--- src/rtl/eth_rx_fcs.sv ---
// Ethernet receive FCS checker: CRC-32 residue check, frame length measurement,
// and 4-byte delay line that strips the trailing FCS from the payload stream.
`timescale 1ns/1ps
module eth_rx_fcs #(
    parameter int MIN_LEN = 64,
    parameter int MAX_LEN = 1518
) (
    input  logic        clk50,
    input  logic        reset,
    input  logic [7:0]  rx_data,
    input  logic        rx_valid,
    input  logic        rx_eop,
    output logic [7:0]  data,
    output logic        valid,
    output logic        sop,
    output logic        eop,
    output logic        crc_ok,
    output logic        len_ok,
    output logic [10:0] length
);

    localparam logic [31:0] CRC_INIT    = 32'hFFFF_FFFF;
    localparam logic [31:0] CRC_RESIDUE = 32'hDEBB_20E3;
    localparam logic [31:0] CRC_POLY    = 32'hEDB8_8320;
    localparam logic [10:0] MIN_LEN_C   = 11'(MIN_LEN);
    localparam logic [10:0] MAX_LEN_C   = 11'(MAX_LEN);
    localparam logic [10:0] CNT_MAX     = 11'd2047;

    typedef enum logic [1:0] {
        IDLE = 2'd0,
        FILL = 2'd1,
        PASS = 2'd2,
        DONE = 2'd3
    } state_t;

    // Reflected CRC-32, one byte processed LSB first.
    function automatic logic [31:0] crc32_byte(input logic [31:0] crc_in, input logic [7:0] byte_in);
        logic [31:0] c;
        c = crc_in ^ {24'd0, byte_in};
        for (int i = 0; i < 8; i++) begin
            c = c[0] ? ((c >> 1) ^ CRC_POLY) : (c >> 1);
        end
        return c;
    endfunction

    state_t      state_r;
    logic [31:0] crc_r;
    logic [7:0]  dly_r [4];
    logic [2:0]  fill_r;
    logic [10:0] cnt_r;
    logic        sop_pend_r;
    logic [31:0] crc_next_s;
    logic        len_ok_s;
    logic        crc_ok_s;

    // Next CRC value and end-of-frame status terms.
    always_comb begin
        crc_next_s = crc32_byte(crc_r, rx_data);
        len_ok_s   = (cnt_r >= MIN_LEN_C) && (cnt_r <= MAX_LEN_C);
        // A runt never filled the delay line, so it cannot carry a valid FCS.
        crc_ok_s   = (fill_r == 3'd4) && (crc_r == CRC_RESIDUE);
    end

    // Frame FSM, CRC, delay line, byte counter and registered outputs.
    always_ff @(posedge clk50) begin
        if (reset) begin
            state_r    <= IDLE;
            crc_r      <= CRC_INIT;
            fill_r     <= 3'd0;
            cnt_r      <= 11'd0;
            sop_pend_r <= 1'b1;
            for (int i = 0; i < 4; i++) begin
                dly_r[i] <= 8'd0;
            end
            data   <= 8'd0;
            valid  <= 1'b0;
            sop    <= 1'b0;
            eop    <= 1'b0;
            crc_ok <= 1'b0;
            len_ok <= 1'b0;
            length <= 11'd0;
        end else begin
            valid  <= 1'b0;
            sop    <= 1'b0;
            eop    <= 1'b0;
            crc_ok <= 1'b0;
            len_ok <= 1'b0;
            length <= 11'd0;
            if (rx_eop) begin
                // Frame state is cleared on entry to DONE so a byte arriving
                // during DONE already starts the next frame.
                eop        <= 1'b1;
                crc_ok     <= crc_ok_s;
                len_ok     <= len_ok_s;
                length     <= cnt_r;
                crc_r      <= CRC_INIT;
                fill_r     <= 3'd0;
                cnt_r      <= 11'd0;
                sop_pend_r <= 1'b1;
                state_r    <= DONE;
            end else if (rx_valid) begin
                crc_r    <= crc_next_s;
                dly_r[0] <= rx_data;
                dly_r[1] <= dly_r[0];
                dly_r[2] <= dly_r[1];
                dly_r[3] <= dly_r[2];
                if (cnt_r != CNT_MAX) begin
                    cnt_r <= cnt_r + 11'd1;
                end else begin
                    cnt_r <= cnt_r;
                end
                if (fill_r == 3'd4) begin
                    data       <= dly_r[3];
                    valid      <= 1'b1;
                    sop        <= sop_pend_r;
                    sop_pend_r <= 1'b0;
                    state_r    <= PASS;
                end else begin
                    fill_r  <= fill_r + 3'd1;
                    state_r <= (fill_r == 3'd3) ? PASS : FILL;
                end
            end else begin
                case (state_r)
                    DONE:    state_r <= IDLE;
                    IDLE:    state_r <= IDLE;
                    FILL:    state_r <= FILL;
                    PASS:    state_r <= PASS;
                    default: state_r <= IDLE;
                endcase
            end
        end
    end

endmodule
--- config.mk ---
export PLATFORM = sky130hd
export DESIGN_NAME = eth_rx_fcs
export DESIGN_NICKNAME = d
export VERILOG_FILES = /design/src/rtl/eth_rx_fcs.sv
export SDC_FILE = /design/constraint.sdc
export NUM_CORES = 1
export LEC_CHECK = 0
export ABC_CLOCK_PERIOD_IN_PS = 3450
export CAP_MARGIN = 20
export CELL_PAD_IN_SITES_DETAIL_PLACEMENT = 1
export CELL_PAD_IN_SITES_GLOBAL_PLACEMENT = 2
export CORE_ASPECT_RATIO = 2
export CORE_UTILIZATION = 25
export CTS_BUF_LIST = sky130_fd_sc_hd__clkbuf_8 sky130_fd_sc_hd__clkbuf_16
export DETAILED_ROUTE_END_ITERATION = 10
export PLACE_DENSITY = 0.64
export SLEW_MARGIN = 20
export SYNTH_ARGS = -nofsm -noshare
export SYNTH_HDL_FRONTEND = slang
export SYNTH_SLANG_ARGS = --single-unit
--- constraint.sdc ---
create_clock -name clk50 -period 3.45 [get_ports clk50]
set_clock_uncertainty 0.15 [all_clocks]
set_input_delay 0.345 -clock clk50 [delete_from_list [all_inputs] [get_ports clk50]]
set_output_delay 0.345 -clock clk50 [all_outputs]
set_load 0.01 [all_outputs]
==> out/summary.txt <==
RUN STATUS
-------------------------------------------------------------------------------------
Result of the run                                                        finished clean

GRT
-------------------------------------------------------------------------------------
Vias in the first global route                                                  3,109
Antenna violations before repair                                                    0
GR Overflow Total                                                                   0
Total global-route track usage                                                  12.1%
Largest net degree at the start of global routing                                  44
Wire length of the first global-routing pass                             17,100 microns

PLACED DESIGN
-------------------------------------------------------------------------------------
Routability congestion estimate                                                 0.780
Post-detailed-placement half-perimeter wirelength                        7570 microns
Setup slack at placement                                                     0.657 ns
Placed cell areas                                                          5160 sq um
Placed cell count                                                                 652
Count of port buffers added during placement                                       35

ROUTING
-------------------------------------------------------------------------------------
Detailed-route wire length                                               10,400 microns
DRC Markers                                                                         0
Detailed-route via count                                                        2,979
Via count normalized by instance count                                           4.46
DRT Pass-1 Iters                                                                    4
Average wire per standard cell                                           15.6 microns
Count of antenna-violating nets left after detailed routing                         0
Count of routing violations after the opening detailed-route iteration            143

STA
-------------------------------------------------------------------------------------
Fmax achieved                                                                 414 MHz
Number of failing hold endpoints at the final stage                                 0
Max-slew violation count                                                            0
Period utilisation layout                                                       70.1%
Setup repair after global routing missed its margin                             false
Clock period minus final worst setup slack                                    2.42 ns
Final setup violation count                                                         0
Headroom to the max-slew limit                                                  31.9%
Slew at the pin closest to its max-slew limit                                 1.01 ns
Worst-case setup margin in the final layout                                   1.03 ns
Setup TNS                                                                        0 ns

POWER AND IR DROP
-------------------------------------------------------------------------------------
Overall power of the completed layout                                       0.00291 W
Power density over the cells                                              536 nW/um^2
Largest voltage drop on the vdd net                                          0.186 mV
Leakage Power                                                                 2.02 nW

CRITICAL PATH
-------------------------------------------------------------------------------------
Startpoint type of the worst setup path                                      register
WP data arrival                                                               2.49 ns
Cells along the critical path                                            ha_1, nand3_1, o41ai_2, nor3_1, xnor2_1, nor2_1
Worst setup EP type                                                          register
Critical Path Slowest Stage Cell                                              o41ai_2
Largest fanout of any net on the critical path                                     10
Buffer and inverter count on the worst path                                         0
Delay-heaviest family, CP                                                compound AO/OA/AOI/OAI gates
Required @ worst endpoint                                                     3.52 ns
Classification of the worst setup path                                     reg -> reg
Worst stage delay on the critical path                                        0.95 ns

YOSYS
-------------------------------------------------------------------------------------
Async set or reset register ratio after synthesis                                  0%
Number of flip-flops and latches in the synthesized netlist                       103
Primary FF master, synth                                                      dfxtp_1
Mean instance size in the synthesized netlist                              11.0 sq um
Count of unique library cells instantiated by Yosys                                41
Synth Warn #                                                                        0
Number of nets in the synthesized netlist                                         429
Synthesized area                                                           4560 sq um
Top cell type by total area after synthesis                                   dfxtp_1
Share of synthesized area occupied by flip-flops and latches                    52.3%
Count of flip-flops with a built-in enable after synthesis                         32
Number of instances in the synthesized netlist                                    413
Most area-consuming cells after synthesis                                dfxtp_1, edfxtp_1, xnor2_1, and2_1, nor2_1
Share of the synthesized area in the top cell type                              31.2%

CELLS AND AREA
-------------------------------------------------------------------------------------
Leading cell type in the layout, fill and taps excluded                       dfxtp_1
Area growth, synth to finish                                                    19.2%
Final standard cell count with taps included and fillers excluded                 668
Commonest non-fill, non-tap cells in the layout                          dfxtp_1, nor2_1, xnor2_1, and2_1, clkdlybuf4s50_1
Share of post-route cells with drive strength above 1                           7.47%
Area of the multi-input gates                                              2080 sq um
Number of nets at the end of the flow                                             466
Post-route standard cell area excluding fillers                            5430 sq um
Area taken by flip-flops and latches                                       2380 sq um
Diode count                                                                         0
Number of fillers in the final layout                                           2,005

CLOCK TREE
-------------------------------------------------------------------------------------
Post-CTS Setup Repair Bufs                                                          0
Number of buffers between clock root and the deepest sink                           2
Post-cts repair resize count                                                        0
TritonCTS clock tree                                                            built
Clock Sinks                                                                       103
Clock-pin slew on the worst setup and hold paths                              0.07 ns
H-tree levels                                                                       3
Number of CTS-inserted buffers                                                      9
Insertion delay of the later-clocked pin in the worst-skew pair               0.35 ns
Number of buffers inserted for hold repair after clock tree synthesis               0
Clock root buffer                                                           clkbuf_16

DIE
-------------------------------------------------------------------------------------
Core area                                                                17,800 sq um
Die Height                                                                193 microns
I/O pin cnt                                                                        36
Horizontal extent of the die                                             97.5 microns
Area enclosed by the die boundary                                        18,800 sq um
Row Count                                                                          69
Initial core utilization                                                        25.6%

HOLD PATH
-------------------------------------------------------------------------------------
Hold/Removal Path Class                                                    reg -> reg

RUN
-------------------------------------------------------------------------------------
Maximum capacitance violations                                                      0

[routing by layer]
metal  vias to the layer above  share of wire, %  track usage (%)
li1                       1469                 -                -
met1                      1456                37             12.2
met4                         0               3.6             6.79
met2                        39                57             23.0
met3                        15               2.3             2.56
met5                         -                 0                0
[synthesized netlist by cell type (all sizes together), types with 2 or more instances]
| cell | instances |
|---|---|
| dfxtp | 71 |
| nor2 | 48 |
| xnor2 | 47 |
| and2 | 41 |
| edfxtp | 32 |
| nand2 | 25 |
| o21ai | 23 |
| xor2 | 18 |
| clkbuf | 14 |
| o211ai | 10 |
| xnor3 | 9 |
| inv | 7 |
| nand3 | 7 |
| a21oi | 6 |
| nor2b | 5 |
| nor3 | 5 |
| o22a | 5 |
| a211o | 4 |
| ha | 4 |
| mux2i | 4 |
| nor4 | 4 |
| nand2b | 3 |
| nand4 | 3 |
| nand4b | 3 |
| a31oi | 2 |
| buf | 2 |
| or2 | 2 |
| or3 | 2 |
| or4bb | 2 |
[power by group]
part	internal [W]	switching [W]	total, W
clock	0.000499	0.000445	0.000945
sequential	0.00131	0.0000460	0.00135
combinational	0.000309	0.000302	0.000611
total	0.00212	0.000794	0.00291
[flip-flops by register name (all words and copies together) (netlist names)]
| signal | count |
|---|---|
| sop | 1 |
| fill_r | 3 |
| data | 8 |
| valid | 1 |
| crc_r | 32 |
| dly_r | 32 |
| cnt_r | 11 |
| length | 11 |
| crc_ok | 1 |
| eop | 1 |
| sop_pend_r | 1 |
| len_ok | 1 |
[worst reg2reg max path: stages (launching register included)]
cell	delay [ns]
dfxtp_1	0.41
ha_1	0.20
nand3_1	0.18
o41ai_2	0.95
nor3_1	0.17
xnor2_1	0.18
nor2_1	0.05
[final timing paths]
path	depth (start not counted)	slack, ns	from	end
worst max-delay path	6	1.03	cnt_r[1]	cnt_r[7]
worst min-delay path	1	0.32	sop_pend_r	sop
worst max register to register	6	1.03	cnt_r[1]	cnt_r[7]
worst min register to register	1	0.32	sop_pend_r	sop
[through the flow]
step / hold slack [ns] / util [%]
final: 0.321 / 30.5
after global routing: 0.342 / 30.5
after CTS: 0.318 / 30.5
after detailed placement: 0.302 / 29.0
after global placement: 0.293 / 29.0
after floorplan: 0.281 / -
[kinds of logic (layout without fill, tap and decap cells)]
group                      count (synthesis)  after routing  synth area share, %
AOI/OAI and AO/OA                         51             51                 7.30
adders and majority gates                  4              4                 1.10
muxes                                      4              4                0.879
and+or+nand+nor                          153            153                 17.2
DFF                                      103            103                 52.3
buffers and inverters                     24             66                 2.03
xor gates and xnor gates                  74             74                 19.2
[area by class of cell]
cell class	instances	share of cell area, %
inverters	8	0.553
well taps	213	4.91
multi-input cells	286	38.3
clock inverters	6	0.530
flip-flops and latches	103	43.9
clock buffers	10	4.40
repair buffers	42	7.42
Note: power is estimated with default switching activity, not from simulation.
